[src/rtl/sorter_pkg.sv]
// Shared defaults and FSM state encoding for the sort-batch controller.
package sorter_pkg;

    localparam int unsigned SIZE_DEF    = 16;
    localparam int unsigned WIDTH_DEF   = 4;
    localparam int unsigned TIMEOUT_DEF = 255;

    typedef enum logic [1:0] {
        ST_LOAD  = 2'd0,
        ST_WAIT  = 2'd1,
        ST_DRAIN = 2'd2
    } state_t;

endpackage

[src/rtl/sorter_ctrl_wdog.sv]
// Watchdog for the sorter guard: counts while enabled, flags the cycle whose edge reaches TIMEOUT.
module sorter_ctrl_wdog #(
    parameter int unsigned TIMEOUT = 255
) (
    input  logic clk,
    input  logic rst_n,
    input  logic clr,
    input  logic en,
    output logic expired_c
);

    localparam int unsigned TW = $clog2(TIMEOUT + 1);

    logic [TW-1:0] wdog_q;

    always_ff @(posedge clk or negedge rst_n) begin
        if (!rst_n) begin
            wdog_q <= '0;
        end else if (clr) begin
            wdog_q <= '0;
        end else if (en) begin
            wdog_q <= wdog_q + TW'(1);
        end
    end

    // The increment that would land on TIMEOUT is the expiry edge.
    assign expired_c = en && !clr && (wdog_q == TW'(TIMEOUT - 1));

endmodule

[src/rtl/sorter_ctrl.sv]
// Batch controller around an external sorter: loads SIZE elements, waits for the
// sorter guard (with watchdog), then streams the sorted batch out index 0 first.
module sorter_ctrl
    import sorter_pkg::*;
#(
    parameter int unsigned SIZE    = SIZE_DEF,
    parameter int unsigned WIDTH   = WIDTH_DEF,
    parameter int unsigned TIMEOUT = TIMEOUT_DEF
) (
    input  logic                  clk,
    input  logic                  rst_n,
    input  logic                  abort,
    input  logic                  in_valid,
    output logic                  in_ready,
    input  logic [WIDTH-1:0]      in_data,
    output logic                  out_valid,
    input  logic                  out_ready,
    output logic [WIDTH-1:0]      out_data,
    output logic [SIZE*WIDTH-1:0] srt_src,
    input  logic [SIZE*WIDTH-1:0] srt_tgt,
    input  logic                  srt_guard,
    output logic                  busy,
    output logic                  err
);

    localparam int unsigned CW = $clog2(SIZE) + 1;
    localparam int unsigned IW = $clog2(SIZE);

    state_t           state_q, state_d;
    logic [CW-1:0]    cnt_q, cnt_d;
    logic [CW-1:0]    idx_q, idx_d;
    logic [IW-1:0]    idx_inc;
    logic             err_d;
    logic [WIDTH-1:0] out_data_d;
    logic             in_ready_d, out_valid_d, busy_d;
    logic             src_we, dst_we;
    logic             wdog_clr, wdog_en, wdog_expired_c;

    logic [WIDTH-1:0] src_q [SIZE];
    logic [WIDTH-1:0] dst_q [SIZE];

    for (genvar g = 0; g < SIZE; g++) begin : g_pack
        assign srt_src[g*WIDTH +: WIDTH] = src_q[g];
    end

    assign wdog_en  = (state_q == ST_WAIT);
    assign wdog_clr = abort || (state_q != ST_WAIT) || srt_guard;

    sorter_ctrl_wdog #(
        .TIMEOUT (TIMEOUT)
    ) u_wdog (
        .clk       (clk),
        .rst_n     (rst_n),
        .clr       (wdog_clr),
        .en        (wdog_en),
        .expired_c (wdog_expired_c)
    );

    // Next-state, counters and registered-output next values.
    always_comb begin
        state_d    = state_q;
        cnt_d      = cnt_q;
        idx_d      = idx_q;
        err_d      = err_q_view();
        out_data_d = out_data;
        src_we     = 1'b0;
        dst_we     = 1'b0;
        idx_inc    = idx_q[IW-1:0] + IW'(1);

        if (abort) begin
            state_d = ST_LOAD;
            cnt_d   = '0;
            idx_d   = '0;
        end else begin
            case (state_q)
                ST_LOAD: begin
                    if (in_valid && in_ready) begin
                        src_we = 1'b1;
                        if (cnt_q == CW'(SIZE - 1)) begin
                            cnt_d   = '0;
                            state_d = ST_WAIT;
                        end else begin
                            cnt_d = cnt_q + CW'(1);
                        end
                    end
                end
                ST_WAIT: begin
                    if (srt_guard) begin
                        dst_we     = 1'b1;
                        idx_d      = '0;
                        out_data_d = srt_tgt[WIDTH-1:0];
                        state_d    = ST_DRAIN;
                    end else if (wdog_expired_c) begin
                        err_d   = 1'b1;
                        state_d = ST_LOAD;
                    end
                end
                ST_DRAIN: begin
                    if (out_ready) begin
                        if (idx_q == CW'(SIZE - 1)) begin
                            idx_d   = '0;
                            state_d = ST_LOAD;
                        end else begin
                            idx_d      = idx_q + CW'(1);
                            out_data_d = dst_q[idx_inc];
                        end
                    end
                end
                default: state_d = ST_LOAD;
            endcase
        end

        in_ready_d  = (state_d == ST_LOAD);
        out_valid_d = (state_d == ST_DRAIN);
        busy_d      = !((state_d == ST_LOAD) && (cnt_d == '0));
    end

    function automatic logic err_q_view();
        return err;
    endfunction

    always_ff @(posedge clk or negedge rst_n) begin
        if (!rst_n) begin
            state_q   <= ST_LOAD;
            cnt_q     <= '0;
            idx_q     <= '0;
            err       <= 1'b0;
            in_ready  <= 1'b1;
            out_valid <= 1'b0;
            busy      <= 1'b0;
            out_data  <= '0;
        end else begin
            state_q   <= state_d;
            cnt_q     <= cnt_d;
            idx_q     <= idx_d;
            err       <= err_d;
            in_ready  <= in_ready_d;
            out_valid <= out_valid_d;
            busy      <= busy_d;
            out_data  <= out_data_d;
        end
    end

    // Batch storage; reset wipes any partial or pending batch.
    always_ff @(posedge clk or negedge rst_n) begin
        if (!rst_n) begin
            for (int unsigned i = 0; i < SIZE; i++) begin
                src_q[i] <= '0;
                dst_q[i] <= '0;
            end
        end else begin
            if (src_we) begin
                src_q[cnt_q[IW-1:0]] <= in_data;
            end
            if (dst_we) begin
                for (int unsigned i = 0; i < SIZE; i++) begin
                    dst_q[i] <= srt_tgt[i*WIDTH +: WIDTH];
                end
            end
        end
    end

endmodule

[config.mk]
export PLATFORM = sky130hd
export DESIGN_NAME = sorter_ctrl
export DESIGN_NICKNAME = d
export VERILOG_FILES = /design/src/rtl/sorter_pkg.sv /design/src/rtl/sorter_ctrl_wdog.sv /design/src/rtl/sorter_ctrl.sv
export SDC_FILE = /design/constraint.sdc
export NUM_CORES = 1
export LEC_CHECK = 0
export CAP_MARGIN = 20
export CORE_MARGIN = 5
export CORE_UTILIZATION = 46
export CTS_CLUSTER_SIZE = 24
export DETAILED_ROUTE_END_ITERATION = 8
export PLACE_DENSITY = 0.82
export SETUP_SLACK_MARGIN = 0.4
export SYNTH_ARGS = -nofsm -noshare
export SYNTH_HDL_FRONTEND = slang
export SYNTH_SLANG_ARGS = --single-unit
[constraint.sdc]
create_clock -name clk -period 2 [get_ports clk]
set_input_delay 0.5 -clock clk [delete_from_list [all_inputs] [get_ports clk]]
set_output_delay 0.5 -clock clk [all_outputs]
set_load 0.01 [all_outputs]
# Word level (Yosys, flattened, before mapping)
# Index checks and enable logic that the tools add are counted.
[word_totals]
regBits = 156
input_bits = 74
out_inout_bits = 72
word_cells = 117
[classes]
addsub = 4
order_cmp = 3
n_eq_ne = 12
n_mux = 35
bitwise_logic = 4
n_reduce_logical = 18
[ops]
columns = ["op", "n"]
rows = [
  ["bitwise mux 64 bit", 1],
  ["two-way mux 5 bit", 8],
  ["two-way mux 4 bit", 6],
  ["binary-select mux 4 bit (select 4 bit)", 1],
  ["demux 4 bit (select 4 bit)", 1],
  ["two-way mux 8 bit", 2],
  ["two-way mux 2 bit", 7],
  ["adder 5 x 1 -> 5 bit, second input constant", 2],
  ["== test 5 x 4 -> 1 bit, second input constant", 2],
  ["greater-or-equal comparator 5 bit, second input constant", 2],
  ["NOT 4 -> 5 bit", 2],
  ["case mux 5 bit (2 select lines)", 1],
  ["adder 8 x 1 -> 8 bit, second input constant", 1],
  ["== test 8 bit, second input constant", 1],
  ["case mux 4 bit (2 select lines)", 1],
  ["two-way mux 1 bit", 6],
  ["!= test 2 bit, second input constant", 3],
  ["!= test 3 bit, second input constant", 2],
  ["case mux 2 bit (3 select lines)", 1],
  ["logical AND 1 bit", 5],
  ["logical NOT 5 bit", 1],
  ["less-than comparator 5 x 1 -> 1 bit, second input constant", 1],
  ["AND reduction 5 bit", 1],
  ["adder 4 x 1 -> 4 bit, second input constant", 1],
  ["11 further kinds", 17],
]

# Longest topological paths before layout
# Gate-level depths: netlist of the first run.
[logic_depth]
depth_word = 13
mapped_depth = 8
mapped_depth_nobuf = 8

# Modules after synthesis
# Synthesis of the first run repeated with hierarchy kept, for this count alone.
[hier_totals]
cells_unflattened = 484
area_unflattened_um2 = 7071.8
[by_module_without_submodules]
columns = ["module", "n_inst", "cells_each", "area_per_inst_um2", "seq_area_each_um2"]
rows = [
  ["sorter_ctrl", 1, 443, 6658.9, 3704.8],
  ["sorter_ctrl_wdog", 1, 41, 412.9, 200.2],
]

# Worst setup path after synthesis of the first run
# No wires, ideal clock.
[synth_timing]
path_kind = "register -> register"
start = "register idx_q[0]"
end = "register out_data[2]"
setup_time_ns = 0.145
arrival_time_ns = 1.748
required_time_ns = 1.855
path_slack_ns = 0.108
stages_incl_launch_ff = 9
n_path_buf = 2
period_less_slack_ns = 1.892
path_cell_list = "dfrtp_1 > ha_1 > buf_6 > dlymetal6s2s_1 > mux4_1 > mux2i_1 > mux2i_1 > mux2i_1 > a21oi_1"
[synth_via]
elab_chain_len = 8
elab_cells_between_ends = 11
cone_classes = "1 x add/sub; 2 x eq/ne; 6 x mux; 1 x bitwise; 1 x reduce/logical"
[synth_lines]
columns = ["item", "line_no", "source"]
rows = [
  ["start: declaration", "sorter_ctrl.sv:31", "logic [CW-1:0] idx_q, idx_d;"],
  ["start signal: assignment", "sorter_ctrl.sv:135", "idx_q <= idx_d;"],
  ["adder 4 x 1 -> 4 bit", "sorter_ctrl.sv:68", "idx_inc = idx_q[IW-1:0] + IW'(1);"],
  ["NOT 4 -> 5 bit (not written as such)", "sorter_ctrl.sv:105", "out_data_d = dst_q[idx_inc];"],
  ["binary-select mux 4 bit (select 4 bit)", "sorter_ctrl.sv:105", ""],
  ["two-way mux 4 bit (not written as such) (2 in a row)", "sorter_ctrl.sv:105", ""],
  ["two-way mux 4 bit", "sorter_ctrl.sv:100", "if (idx_q == CW'(SIZE - 1)) begin"],
  ["two-way mux 4 bit", "sorter_ctrl.sv:99", "if (out_ready) begin"],
  ["case mux 4 bit (2 select lines)", "sorter_ctrl.sv:75", "case (state_q)"],
  ["end signal: assignment", "sorter_ctrl.sv:140", "out_data <= out_data_d;"],
  ["end: declaration", "sorter_ctrl.sv:18", "output logic [WIDTH-1:0] out_data,"],
]
# Parallel ways exist; a longest one is shown, timed or not. The select of a mux whose other input is x is not followed.
# A chain may end at the register's enable or synchronous reset.

# Worst setup path in the final report of the first run
[layout_timing]
start = "register idx_q[0]"
end = "register out_data[1]"
# Same word-level chain as after synthesis.

==> results of run 1 <==
## cell usage in the layout (no fill, tap or decap), drive strengths merged, types with 3 or more instances in the layout
| cell | Yosys | final |
|---|---|---|
| a21oi | 10 | 10 |
| and2 | 3 | 3 |
| buf | 11 | 67 |
| clkbuf | 8 | 30 |
| clkdlybuf4s15 | 0 | 64 |
| clkdlybuf4s50 | 0 | 69 |
| clkinv | 0 | 7 |
| dfrtp | 155 | 155 |
| dlygate4sd2 | 0 | 5 |
| ha | 11 | 11 |
| inv | 9 | 9 |
| mux2 | 129 | 129 |
| mux2i | 17 | 17 |
| mux4 | 16 | 16 |
| nand2 | 13 | 13 |
| nand3 | 15 | 15 |
| nand4b | 4 | 4 |
| nor2 | 22 | 22 |
| nor2b | 5 | 5 |
| nor3 | 4 | 4 |
| o21ai | 9 | 9 |
| or3 | 4 | 4 |
| xor2 | 6 | 6 |
## logic make-up (layout without fill, tap and decap cells)
kind of cell,after synthesis,after routing,synth area share [%]
fa+ha+maj,11,11,1.99
flops,156,156,56.5
mux,162,162,29.6
buf+inv,29,252,2.39
simple gates,79,79,5.87
xor+xnor,8,8,1.56
other cells,0,1,0
compound gates,25,25,2.10
## registers in the layout, summed over array words and instances, names as in the netlist
| register | cells |
|---|---|
| out_data | 4 |
| u_wdog.wdog_q | 8 |
| srt_src | 64 |
| busy | 1 |
| in_ready | 1 |
| idx_q | 5 |
| err | 1 |
| state_q | 2 |
| cnt_q | 5 |
| out_valid | 1 |
| dst_q | 64 |
## layer usage
metal  global-route usage [%]  part of all wire, %  vias up
li1                         -                    -     2141
met3                     6.07                  5.8       30
met5                        0                    0        -
met2                     36.4                   54      161
met1                     23.8                   39     2455
met4                     6.41                  1.6        0
## cell type report
type | instances | share of cell area, %
diodes | 1 | 0.0240
clock inverters | 8 | 0.625
flip-flops and latches | 156 | 37.5
multi-input cells | 285 | 32.8
inverters | 9 | 0.349
repair buffers | 211 | 21.7
well taps | 184 | 2.21
clock buffers | 24 | 4.72
## cells in the mapped netlist
| master | number | area [sq um] |
|---|---|---|
| sky130_fd_sc_hd__dfrtp_1 | 155 | 3880 |
| sky130_fd_sc_hd__mux2_2 | 129 | 1450 |
| sky130_fd_sc_hd__nor2_1 | 22 | 82.6 |
| sky130_fd_sc_hd__mux2i_1 | 17 | 170 |
| sky130_fd_sc_hd__mux4_1 | 16 | 420 |
| sky130_fd_sc_hd__nand3_1 | 14 | 70.1 |
| sky130_fd_sc_hd__nand2_1 | 13 | 48.8 |
| sky130_fd_sc_hd__ha_1 | 11 | 138 |
| sky130_fd_sc_hd__a21oi_1 | 10 | 50.1 |
| sky130_fd_sc_hd__inv_1 | 9 | 33.8 |
| sky130_fd_sc_hd__o21ai_0 | 9 | 45.0 |
| sky130_fd_sc_hd__clkbuf_1 | 8 | 30.0 |
| sky130_fd_sc_hd__buf_2 | 7 | 35.0 |
| sky130_fd_sc_hd__nor2b_1 | 5 | 31.3 |
| sky130_fd_sc_hd__nand4b_1 | 4 | 35.0 |
| sky130_fd_sc_hd__nor3_1 | 4 | 20.0 |
| sky130_fd_sc_hd__or3_1 | 4 | 25.0 |
| sky130_fd_sc_hd__xor2_1 | 4 | 35.0 |
| sky130_fd_sc_hd__and2_2 | 3 | 22.5 |
| sky130_fd_sc_hd__buf_6 | 3 | 33.8 |
| sky130_fd_sc_hd__a22o_1 | 2 | 17.5 |
| sky130_fd_sc_hd__nand2b_1 | 2 | 12.5 |
| sky130_fd_sc_hd__nand3b_1 | 2 | 15.0 |
| sky130_fd_sc_hd__nand4_1 | 2 | 12.5 |
| sky130_fd_sc_hd__xnor2_1 | 2 | 17.5 |
| sky130_fd_sc_hd__xor2_4 | 2 | 55.1 |
| sky130_fd_sc_hd__a31oi_1 | 1 | 6.26 |
| sky130_fd_sc_hd__and3_1 | 1 | 6.26 |
| sky130_fd_sc_hd__buf_12 | 1 | 20.0 |
| sky130_fd_sc_hd__dfstp_2 | 1 | 26.3 |
| sky130_fd_sc_hd__dlymetal6s2s_1 | 1 | 12.5 |
| sky130_fd_sc_hd__nand3_2 | 1 | 10.0 |
| sky130_fd_sc_hd__nor3b_1 | 1 | 7.51 |
| sky130_fd_sc_hd__o211ai_1 | 1 | 7.51 |
| sky130_fd_sc_hd__o21bai_1 | 1 | 7.51 |
| sky130_fd_sc_hd__o221a_2 | 1 | 11.3 |
| sky130_fd_sc_hd__or2_2 | 1 | 6.26 |
## final timing paths
kind | startpoint | slack, ns | endpoint
max | idx_q[0]$_DFFE_PN0P_ | 0.14 | out_data[1]$_DFFE_PN0P_
min | rst_n | 0.0002 | srt_src[13]$_DFFE_PN0P_
max reg2reg | idx_q[0]$_DFFE_PN0P_ | 0.14 | out_data[1]$_DFFE_PN0P_
min reg2reg | err$_DFFE_PN0P_ | 0.49 | err$_DFFE_PN0P_
max in group asynchronous | rst_n | 1.31 | in_ready$_DFF_PN1_
min in group clk | err$_DFFE_PN0P_ | 0.49 | err$_DFFE_PN0P_
## repair_timing
action / in CTS / in global routing
gates resized for setup: 201 / 96
pin swaps: 16 / 9
setup buffers: 17 / 6
setup endpoints to repair: 198 / 167
cloned: 6 / 1
## stage by stage
stage                     TNS, ns  instances
after floorplan                 0        470
after global placement      -1.77        815
after detailed placement    -4.36        815
after CTS                       0        870
after global routing            0        878
final                           0        878
## where the power goes
group | leakage (nW) | total (mW) | internal [mW] | switching, mW
sequential | 2.15 | 3.34 | 3.27 | 0.0668
combinational | 2.75 | 0.718 | 0.404 | 0.314
clock | 0.283 | 3.04 | 1.83 | 1.21
==> results.txt, run 1 <==
----------------------------------------------------
[Logic synthesis]
  Number of distinct library cells after synthesis ... 37
  Total standard cell area after synthesis ... 6910 sq um
  Share of synthesized area occupied by flip-flops and latches ... 56.5%
  Post-synthesis net count ... 555
  Flops & latches, synth ... 156
  Instance count of the mapped netlist ... 470
  Average cell area after synthesis ... 14.7 sq um
  Count of yosys warnings during synthesis ... 0

[Outcome]
  Outcome ... completed

[Final layout]
  NumNets Final ... 765
  Summed area of non-filler cells in the final layout ... 10400 sq um
  Total area of sequential cells ... 3910 sq um
  Total area of multi-input combinational cells ... 3420 sq um
  Share of layout cells above drive strength 1 ... 41.3%
  Core utilization of the finished layout ... 71.1%
  # fillers ... 935
  Area delta synth->final ... 50.7%

[STA]
  Worst clock skew on the final layout ... 0.00563 ns
  Post-layout worst setup margin ... 0.142 ns
  Slew Limit Headroom ... 67.3%
  Setup repair after global routing missed its margin ... true
  Period utilization ... 92.9%
  Final critical path time including I/O delays and setup ... 1.86 ns
  Count of final max-slew check failures ... 0
  Final hold violation count ... 0
  Hold slack ... 0.000214 ns
  Slew of the pin with the lowest slew margin ... 0.490 ns
  Upper clock frequency limit ... 538 MHz
  # setup viols final ... 0

[CTS]
  Clock tree from TritonCTS ... built
  Hold_buf cts ... 0
  Clk_lat worst skew ... 0.42 ns
  CTS clock-pin slew for the worst setup and hold paths ... 0.06 ns
  Num CTS Buffers ... 17
  Sink count of the clock tree ... 156
  H-tree level count ... 4
  Number of buffers on the longest clock path ... 2
  Cell at the root of the clock tree ... sky130_fd_sc_hd__clkbuf_16

[Critical path]
  Critical path cell sequence ... ha_4 > buf_12 > mux4_2 > mux2i_4 > mux2i_1 > mux2i_1 > a21oi_1
  Worst r2r path cells ... 7
  CP startpoint kind ... flop
  Maximum fanout count along the critical path ... 7
  Critical-path cell with the highest stage delay ... sky130_fd_sc_hd__dfrtp_2
  Required arrival time at the worst endpoint ... 2.31 ns
  Count of buffering cells on the critical path with inverters included ... 1
  Family of cells with the greatest summed delay on the critical path ... multiplexers
  Setup crit end kind ... flop
  Worst endpoint data arrival time ... 2.16 ns
  Largest incremental delay on the critical path ... 0.45 ns
  Top cell by count, worst path ... sky130_fd_sc_hd__mux2i_1
  Crit Path Category ... flop to flop
  Cell depth of the worst setup path ... 7

[Routing]
  Number of nets with antenna violations after detailed routing ... 0
  Number of vias per cell ... 5.45
  Length of the first detailed-routing pass in iterations ... 5
  Average wire length per cell after detail routing ... 20.7 um
  Final WL ... 18200 um
  Total vias in the final route ... 4787
  Violation count after the first detailed-routing iteration ... 257
  Residual DRC ... 0

[Floorplan]
  Boundary pin count ... 146
  Floorplan die area ... 17600 sq um
  Cell Rows ... 44
  Core outline area ... 14600 sq um
  Die boundary height ... 133 um
  Width of the chip ... 133 um
  Initial Utilization ... 47.2%

[Place]
  Setup Slack @ Placement ... -0.117 ns
  Routability congestion estimate from global placement ... 0.789
  Total cell area at the placement stage ... 8960 sq um
  Dpl hpwl ... 11800 um
  Port Buffer Count ... 145

[GRT]
  Number of antenna violations at the first check in global routing ... 1
  Via count of the first global-routing pass ... 5409
  Global route overflow ... 0
  Wire length of the first global-routing pass ... 28400 um
  Pin count of the biggest net entering global routing ... 64
  Overall Global Routing Usage ... 20.5%

[Run]
  # Max-Cap Violations ... 0

[Min path]
  Classification of the worst-slack hold path ... input port to async pin

[Pwr]
  Total leakage power ... 5.18 nW
  Largest vdd supply drop ... 0.824 mV
  Power per Cell Area ... 682 nW/um^2
  Overall Power ... 7.10 mW

----------------------------------------------------
Power figures use the tool's default switching activity.
==> run 2: changes to the inputs <==
- CORE_MARGIN: 5 -> unset
- CTS_CLUSTER_DIAMETER: unset -> 30
- SLEW_MARGIN: unset -> 20
==> run 2 against run 1 <==
  * Hold slack about the same
  * Count of clock-buffer cells in the layout grew 1
  * First-iteration DRC count increased by 18%
  * Core utilization up 2.6 points
  * Largest power group unchanged
  * Clock power grew 7%
  * Final cell count grew 0.11%
  * Final area increased by 3.3%
  * Die area decreased by 12%
  * Largest cell class unchanged
  * Via count grew 0.71%
  * Flip-flop and latch count did not move
==> results.txt, run 2 (synthesis gave the netlist of run 1 again) <==
----------------------------------------------------
[Place]
  Port Buffer Count ... 145 (unchanged)
  Dpl hpwl ... 11500 um (-2.9%)
  Routability congestion estimate from global placement ... 0.877 (+11%)
  Total cell area at the placement stage ... 9020 sq um (+0.73%)
  Setup Slack @ Placement ... -0.166 ns (-0.0485 ns)

[CTS]
  Sink count of the clock tree ... 156 (unchanged)
  Num CTS Buffers ... 17 (unchanged)
  Number of buffers on the longest clock path ... 2 (unchanged)
  H-tree level count ... 4 (unchanged)
  Cell at the root of the clock tree ... sky130_fd_sc_hd__clkbuf_16
  Clock tree from TritonCTS ... built
  CTS clock-pin slew for the worst setup and hold paths ... 0.07 ns (about the same)
  Clk_lat worst skew ... 0.43 ns (about the same)
  Hold_buf cts ... 0 (unchanged)

[Final layout]
  Area delta synth->final ... 55.6%
  # fillers ... 829 (-11%)
  Most frequent cells in the layout ... sky130_fd_sc_hd__dfrtp_1, sky130_fd_sc_hd__mux2_4, sky130_fd_sc_hd__clkdlybuf4s50_1
  Summed area of non-filler cells in the final layout ... 10800 sq um (+3.3%)
  NumNets Final ... 767 (+0.26%)
  Most frequent standard cell in the layout excluding fill and tap cells ... sky130_fd_sc_hd__dfrtp_1
  Number of antenna diodes ... 0 (-1)
  Share of layout cells above drive strength 1 ... 44.0% (+2.8 points)

[Floorplan]
  Floorplan die area ... 15500 sq um (-12%)
  Cell Rows ... 44 (unchanged)
  Die boundary height ... 125 um (-6.0%)
  Core outline area ... 14600 sq um (-0.38%)
  Initial Utilization ... 47.4% (+0.18 points)
  Width of the chip ... 125 um (-6.0%)
  Boundary pin count ... 146 (unchanged)

[GRT]
  Wire length of the first global-routing pass ... 28000 um (-1.4%)
  Via count of the first global-routing pass ... 5176 (-4.3%)
  Overall Global Routing Usage ... 23.3% (+2.9 points)
  Pin count of the biggest net entering global routing ... 43 (-33%)
  Global route overflow ... 0 (unchanged)
  Number of antenna violations at the first check in global routing ... 0 (-1)

[STA]
  Final critical path time including I/O delays and setup ... 1.98 ns (+0.123 ns)
  Post-layout worst setup margin ... 0.0192 ns (-0.123 ns)
  Slew Limit Headroom ... 47.5% (-20 points)
  Upper clock frequency limit ... 505 MHz (-6.2%)
  TNS Setup ... 0 ns (unchanged)
  Worst clock skew on the final layout ... 0.0109 ns (+0.00522 ns)
  Slew of the pin with the lowest slew margin ... 0.785 ns (+0.295 ns)
  Setup repair after global routing missed its margin ... true
  Count of final max-slew check failures ... 0 (unchanged)
  # setup viols final ... 0 (unchanged)
  Final hold violation count ... 0 (unchanged)
  Period utilization ... 99.0% (+6.1 points)

[Critical path]
  Worst endpoint data arrival time ... 2.29 ns (+0.13 ns)
  CP startpoint kind ... flop
  Maximum fanout count along the critical path ... 10 (+3)
  Top cell by count, worst path ... sky130_fd_sc_hd__mux2i_1
  Setup crit end kind ... flop
  Reg-to-Reg Start ... idx_q[0]$_DFFE_PN0P_
  Worst r2r path cells ... 7 (unchanged)
  Crit Path Category ... flop to flop
  Critical-path cell with the highest stage delay ... sky130_fd_sc_hd__dfrtp_2
  Minimum setup slack among reg-to-reg paths ... 0.02 ns (-0.12 ns)
  Critical register-to-register path endpoint ... out_data[0]$_DFFE_PN0P_
  Required arrival time at the worst endpoint ... 2.31 ns (about the same)
  Largest incremental delay on the critical path ... 0.45 ns (about the same)
  Critical path cell sequence ... ha_4 > buf_8 > mux4_1 > mux2i_1 > mux2i_1 > mux2i_1 > a21oi_1

[Pwr]
  Largest vdd supply drop ... 0.569 mV (-31%)
  Total leakage power ... 5.43 nW (+4.8%)
  Overall Power ... 7.41 mW (+4.4%)
  Power per Cell Area ... 689 nW/um^2 (+1.0%)

[Routing]
  Total vias in the final route ... 4821 (+0.71%)
  Violation count after the first detailed-routing iteration ... 302 (+18%)
  Number of vias per cell ... 5.48 (+0.60%)
  Average wire length per cell after detail routing ... 21.7 um (+4.6%)
  Number of nets with antenna violations after detailed routing ... 0 (unchanged)
  Final WL ... 19000 um (+4.7%)
  Length of the first detailed-routing pass in iterations ... 4 (-1)
  Residual DRC ... 0 (unchanged)

[Run]
  # Max-Cap Violations ... 0 (unchanged)

[Min path]
  Classification of the worst-slack hold path ... input port to async pin

[Outcome]
  Outcome ... completed

----------------------------------------------------
==> run 2: how the worst max path moves through the flow <==
stage | start | end | slack, ns | depth (start not counted)
floorplan | idx_q[0]$_DFFE_PN0P_ | out_data[2]$_DFFE_PN0P_ | 0.11 | 8
finish | idx_q[0]$_DFFE_PN0P_ | out_data[0]$_DFFE_PN0P_ | 0.02 | 7
global route | state_q[1]$_DFF_PN0_ | srt_src[51]$_DFFE_PN0P_ | -0.01 | 8
CTS | idx_q[0]$_DFFE_PN0P_ | out_data[1]$_DFFE_PN0P_ | 0.13 | 7
detailed placement | in_valid | srt_src[62]$_DFFE_PN0P_ | -0.17 | 6
global placement | in_valid | srt_src[62]$_DFFE_PN0P_ | -0.13 | 6
==> run 2: per-layer routing <==
metal	track usage [%]	vias to the layer above	share of wire, %
met2	39.8	170	53
met1	28.3	2490	40
met3	7.26	29	5.6
li1	-	2132	-
met5	0	-	0
met4	6.80	0	1.5
==> run 2: power by group <==
part	leakage, nW	switching [mW]	internal (mW)	total, mW
logic	2.99	0.327	0.472	0.800
registers	2.14	0.0894	3.28	3.36
clock network	0.297	1.25	1.99	3.24
==> run 2: cell type report <==
type                            instances  area, sq um  area share [%]
Clock buffer                           25          505            4.70
Clock inverter                          7         85.1           0.791
Sequential cell                       156         3910            36.4
Tap cell                              184          230            2.14
Inverter                                9         33.8           0.314
Timing Repair Buffer                  213         2280            21.2
Multi-Input combinational cell        285         3710            34.5
==> run 2: worst max-delay path, delay by kind of cell, from the launching register on <==
kind | cells | cell delay (ns)
multiplexers | 4 | 0.86
flip-flops | 1 | 0.45
buffers and inverters | 1 | 0.14
adder cells (fa/ha/maj) | 1 | 0.31
AO/OA/AOI/OAI | 1 | 0.09
==> run 2: what timing repair did <==
item,4_1_cts,5_1_grt
cloned,6,0
pin swaps,15,24
gates resized for setup,169,220
setup endpoints to repair,173,182
setup buffers,10,9
endpoints found under the hold margin,0,0
==> run 2: metrics by stage <==
| stage | cells | hold WS, ns | util [%] |
|---|---|---|---|
| 2_1_floorplan | 470 | 0.204 | - |
| 3_3_place_gp | 822 | 0.447 | 61.8 |
| 3_5_place_dp | 822 | 0.456 | 61.8 |
| 4_1_cts | 870 | 0.00982 | 68.8 |
| 5_1_grt | 879 | 0.0207 | 73.7 |
| 6_report | 879 | 0.0000654 | 73.7 |
